==> config.mk <==
export PLATFORM = sky130hd
export DESIGN_NAME = bcd_down_counter_flat
export DESIGN_NICKNAME = d
export VERILOG_FILES = /design/src/rtl/bcd_pkg.sv /design/src/rtl/bcd_down_counter_if.sv /design/src/rtl/bcd_down_digit.sv /design/src/rtl/bcd_down_counter.sv /design/src/flat_wrapper.sv
export SDC_FILE = /design/constraint.sdc
export NUM_CORES = 1
export LEC_CHECK = 0
export BUFFER_PORTS_ARGS = -buffer_cell sky130_fd_sc_hd__buf_4
export CAP_MARGIN = 15
export CORE_MARGIN = 8
export CORE_UTILIZATION = 40
export DETAILED_ROUTE_END_ITERATION = 10
export PLACE_DENSITY_LB_ADDON = 0.15
export SLEW_MARGIN = 5
export SYNTH_ARGS = -nofsm -noshare
export SYNTH_HDL_FRONTEND = slang
export SYNTH_SLANG_ARGS = --single-unit
==> constraint.sdc <==
create_clock -name clk -period 3.5 [get_ports clk]
set_clock_uncertainty 0.15 [all_clocks]
set_input_delay 0.35 -clock clk [delete_from_list [all_inputs] [get_ports clk]]
set_output_delay 0.35 -clock clk [all_outputs]
set_load 0.05 [all_outputs]
==> src/rtl/bcd_pkg.sv <==
// Shared BCD nibble constants and helpers for the down counter and its digit cells.
package bcd_pkg;

    localparam logic [3:0] BCD_MAX  = 4'd9;
    localparam logic [3:0] BCD_ZERO = 4'd0;

    function automatic logic is_bcd(input logic [3:0] nibble);
        return (nibble <= BCD_MAX);
    endfunction

    function automatic logic [3:0] bcd_clamp(input logic [3:0] nibble);
        return is_bcd(nibble) ? nibble : BCD_MAX;
    endfunction

endpackage

==> src/rtl/bcd_down_counter_if.sv <==
// Control/status bundle of the BCD down counter; master drives enable and load, slave is the counter.
interface bcd_down_counter_if #(
    parameter int DIGITS = 2
) ();

    logic                  en;
    logic                  load;
    logic [4*DIGITS-1:0]   load_val;
    logic [4*DIGITS-1:0]   q;
    logic                  zero;
    logic                  tc;
    logic                  wrap_p;
    logic                  load_err;

    modport master (
        output en, load, load_val,
        input  q, zero, tc, wrap_p, load_err
    );

    modport slave (
        input  en, load, load_val,
        output q, zero, tc, wrap_p, load_err
    );

endinterface

==> src/rtl/bcd_down_digit.sv <==
// One BCD digit cell: loads a clamped nibble or decrements 0 -> 9 on a borrow.
module bcd_down_digit
    import bcd_pkg::*;
(
    input  logic       clk,
    input  logic       rst,
    input  logic       load,
    input  logic [3:0] ld_digit,
    input  logic       dec,
    output logic [3:0] digit,
    output logic       is_zero
);

    always_ff @(posedge clk) begin
        if (rst) begin
            digit <= BCD_ZERO;
        end else if (load) begin
            digit <= bcd_clamp(ld_digit);
        end else if (dec) begin
            digit <= (digit == BCD_ZERO) ? BCD_MAX : digit - 4'd1;
        end
    end

    assign is_zero = (digit == BCD_ZERO);

endmodule

==> src/rtl/bcd_down_counter.sv <==
// Cascadable multi-digit BCD down counter with wrap or saturate at zero,
// combinational zero/terminal-count and registered wrap/load-error pulses.
module bcd_down_counter
    import bcd_pkg::*;
#(
    parameter int DIGITS = 2,
    parameter int WRAP   = 1
) (
    input  logic                 clk,
    input  logic                 rst,
    bcd_down_counter_if.slave    bus
);

    localparam bit WRAP_EN = (WRAP != 0);

    logic [DIGITS-1:0] is_zero;
    logic [DIGITS-1:0] dec;
    logic              all_zero;
    logic              step;
    logic              lower_zero;
    logic              any_bad;

    assign all_zero = &is_zero;
    // In saturate mode the step at all-zero is suppressed so no digit borrows to 9.
    assign step     = bus.en & ~bus.load & (WRAP_EN | ~all_zero);

    always_comb begin
        dec        = '0;
        lower_zero = 1'b1;
        for (int k = 0; k < DIGITS; k++) begin
            dec[k]     = step & lower_zero;
            lower_zero = lower_zero & is_zero[k];
        end
    end

    always_comb begin
        any_bad = 1'b0;
        for (int k = 0; k < DIGITS; k++) begin
            any_bad = any_bad | ~is_bcd(bus.load_val[4*k +: 4]);
        end
    end

    for (genvar g = 0; g < DIGITS; g++) begin : g_digit
        bcd_down_digit u_digit (
            .clk      (clk),
            .rst      (rst),
            .load     (bus.load),
            .ld_digit (bus.load_val[4*g +: 4]),
            .dec      (dec[g]),
            .digit    (bus.q[4*g +: 4]),
            .is_zero  (is_zero[g])
        );
    end

    always_ff @(posedge clk) begin
        if (rst) begin
            bus.wrap_p   <= 1'b0;
            bus.load_err <= 1'b0;
        end else if (bus.load) begin
            bus.wrap_p   <= 1'b0;
            bus.load_err <= any_bad;
        end else begin
            bus.wrap_p   <= bus.en & all_zero;
            bus.load_err <= 1'b0;
        end
    end

    assign bus.zero = all_zero;
    assign bus.tc   = bus.en & all_zero;

endmodule

==> src/flat_wrapper.sv <==
// flat-port wrapper written by rule: the top's interface ports become plain ports
module bcd_down_counter_flat import bcd_pkg::*;
#(
    parameter int DIGITS = 2,
    parameter int WRAP   = 1
)
  (clk, rst, bus_en, bus_load, bus_load_val, bus_q, bus_zero, bus_tc, bus_wrap_p, bus_load_err);
  bcd_down_counter_if #(.DIGITS(DIGITS)) bus_i ();
  input  logic clk;
  input  logic rst;
  input wire logic [$bits(bus_i.en)-1:0] bus_en;
  input wire logic [$bits(bus_i.load)-1:0] bus_load;
  input wire logic [$bits(bus_i.load_val)-1:0] bus_load_val;
  output wire logic [$bits(bus_i.q)-1:0] bus_q;
  output wire logic [$bits(bus_i.zero)-1:0] bus_zero;
  output wire logic [$bits(bus_i.tc)-1:0] bus_tc;
  output wire logic [$bits(bus_i.wrap_p)-1:0] bus_wrap_p;
  output wire logic [$bits(bus_i.load_err)-1:0] bus_load_err;
  assign bus_i.en = bus_en;
  assign bus_i.load = bus_load;
  assign bus_i.load_val = bus_load_val;
  assign bus_q = bus_i.q;
  assign bus_zero = bus_i.zero;
  assign bus_tc = bus_i.tc;
  assign bus_wrap_p = bus_i.wrap_p;
  assign bus_load_err = bus_i.load_err;
  bcd_down_counter #(.DIGITS(DIGITS), .WRAP(WRAP)) u_core (.clk(clk), .rst(rst), .bus(bus_i));
endmodule
==> summary.md <==
| Metric | Value |
|---|---|
| Floorplan row count | 13 |
| Hold/Removal Path Class | in2reg |
| Area growth syn-to-layout | 41.9% |
| I/O Pins | 24 |
| Average detailed-routed wire length per instance | about 14 µm |
| Data arrival at the endpoint of the critical path | 1.58 ns |
| Distinct cell type count of the synthesized netlist | 25 |
| Async set or reset register ratio after synthesis | 0% |
| Number of antenna diodes | 0 |
| Kind of critical path | reg2out |
| Final worst-path cycle share | 59.5% |
| Top FF cell, synth | dfxtp_1 |
| Num CTS Buffers | 3 |
| Register clock-pin slew on the reported worst setup and hold paths | around 0.07 ns |
| Worst path required time | 3.00 ns |
| Number of optimization iterations in the first detailed-route pass | 5 |
| Sum of negative setup slack | 0 ns |
| Maximum count of clock buffers along a single path | 2 |
| Global-route wire length before repair | around 2300 µm |
| Max-slew violations | 0 |
| Die outline area | 2730 µm² |
| Seq cells post-synth | 10 |
| Startpoint types | register |
| Synth Warn # | 0 |
| Vertical die dimension | between 50 and 60 µm |
| Count of input and output buffers | 23 |
| Seq/Total Area, Yosys | 38.1% |
| P per Cell Area | 467 nW/µm² |
| DRT iter0 DRCs | 2 |
| Vias per Instance | 5.38 |
| Placeable core region | approximately 1300 µm² |
| Count of max-cap constraint violations | 0 |
| Vias in the first global route | 504 |
| Final Setup Violations | 0 |
| Highest clock rate | approximately 480 MHz |
| Mapped Area | about 530 µm² |
| Total detailed-routing wirelength | 1390 µm |
| Sink Count | 10 |
| Layout cell share with drive strength beyond 1 | 34.1% |
| Outcome | complete, no violations |
| Slowest stage delay, CP | 0.47 ns |
| Number of gates resized after CTS | 0 |
| Clock network latency to the later pin of the worst-skew pair | 0.27 ns |
| Via count | 554 |
| Post-place setup slack | 1.72 ns |
| Global routing usage summed across all routing layers | 10.9% |
| Worst slew slack as a fraction of its limit | between 70% and 80% |
| Unrepaired setup endpoints after global routing | no |
| Average instance area after synthesis | about 8.3 µm² |
| Post-synthesis instance total | 63 |
| Ordered list of cells on the worst path | nor4_2, nand2_1, nor2_1, buf_4 |
| Initial standard-cell utilization of the core | approximately 41% |
| Transition time at the pin with the least slew margin | 0.438 ns |
| Number of buffers inserted to repair setup after CTS | 0 |
| Leak | roughly 0.00031 µW |
| Initial antenna violation count | 0 |
| Endpoint class of the critical path | primary output |
| Hold buffer count at cts | 0 |
| Number of nets still failing antenna checks after routing | 0 |
| Synthesized Nets | 75 |
| Floorplan die width | between 50 and 60 µm |
| Min Tclk post-route | approximately 2.1 ns |
| Weighted congestion at the end of routability-driven global placement | ~0.73 |
| Largest vdd supply drop | roughly 210 µV |
| Number of remaining DRC errors | 0 |
| Final WS setup | about 1.4 ns |
| CP Max Fanout | 6 |
| Post-detail-place hpwl | approximately 1100 µm |
| Final Hold Viols | 0 |
| Overall overflow remaining after global route | 0 |
| Most frequent cells in the layout | buf_4 (23), dfxtp_1 (10), nor2_1 (6), o21ai_0 (6), a21oi_1 (6) |
| CTS tree | done |
| Most common cell after layout, fill and taps aside | buf_4 |
| Final Net Count | 101 |
| CTS HTree Levels | 1 |
| Worst path slowest cell | nor4_2 |
| CTS root buf | clkbuf_4 |
| Largest net degree at the start of global routing | 11 |
| Number of flops mapped to enable cells by yosys | 0 |
-- Yosys cell counts (2+ instances only) --
library cell	instances	area (µm²)
nor2b_1	2	12.5
o21ai_0	6	30.0
xnor2_1	2	17.5
a211oi_1	3	22.5
nand2_1	2	7.51
dfxtp_1	10	200
a21oi_1	6	30.0
inv_1	4	15.0
clkbuf_1	2	7.51
a221oi_1	3	26.3
nor2_1	6	22.5
nor3_1	3	15.0
nand3_1	2	10.0
-- metal layers --
metal / track usage (%) / vias up / wire [µm]
li1: - / 285 / -
met1: 13.3 / 248 / 682
met2: 16.0 / 17 / 576
met3: 4.83 / 4 / 107
met4: 5.17 / 0 / 26
met5: 0 / - / 0
-- critical path: cells and delay by family (launching register included) --
family                 cells  cell delay, ns
DFF                        1            0.35
buffers and inverters      1            0.20
and+or+nand+nor            3            0.77
-- cell families (layout without fill, tap and decap cells) --
kind of cell | count (synthesis) | count (layout) | synth area share (%)
AOI/OAI and AO/OA | 23 | 23 | 28.1
and+or+nand+nor | 21 | 21 | 24.5
DFF | 10 | 10 | 38.1
buffers and inverters | 6 | 31 | 4.29
xor gates and xnor gates | 3 | 3 | 5.00
-- registers in the layout, indices dropped and copies added, names as in the netlist --
| register | flops |
|---|---|
| u_core.bus.wrap_p | 1 |
| u_core.bus.load_err | 1 |
| u_core.g_digit.u_digit.digit | 8 |
-- cell type report --
cell class	count	area (µm²)
multi-input cells	47	303
repair buffers	23	173
flip-flops and latches	10	200
fillers	130	523
inverters	4	15.0
well taps	15	18.8
clock buffers	4	36.3
-- power breakdown --
| part | internal, µW | leakage, µW | switching [µW] | total, µW |
|---|---|---|---|---|
| clock network | 63.2 | 0.0000210 | 42.9 | 106 |
| logic | 41.8 | 0.000210 | 66.3 | 108 |
| registers | 122 | 0.0000826 | 11.8 | 134 |
| total | 227 | 0.000314 | 121 | 348 |
-- metrics by stage --
stage	power [µW]	instance area (µm²)	util [%]	hold WS [ns]	cells
after floorplan	209	526	-	0.348	63
after global placement	245	709	55.9	0.363	99
after detailed placement	245	709	55.9	0.380	99
after CTS	351	746	58.8	0.172	103
after global routing	369	746	58.8	0.170	103
final	348	746	58.8	0.176	103
-- worst paths after layout --
kind,from,endpoint,slack (ns),cells past startpoint
max reg2reg,u_core.g_digit[0].u_digit.digit[3]$_SDFFE_PP0P_,u_core.g_digit[1].u_digit.digit[0]$_SDFFE_PP0P_,1.79,4
max,u_core.g_digit[0].u_digit.digit[3]$_SDFFE_PP0P_,bus_tc,1.42,4
min reg2reg,u_core.g_digit[1].u_digit.digit[2]$_SDFFE_PP0P_,u_core.g_digit[1].u_digit.digit[2]$_SDFFE_PP0P_,0.38,2
min,rst,u_core.g_digit[1].u_digit.digit[1]$_SDFFE_PP0P_,0.18,2
Note: power is estimated with default switching activity, not from simulation.
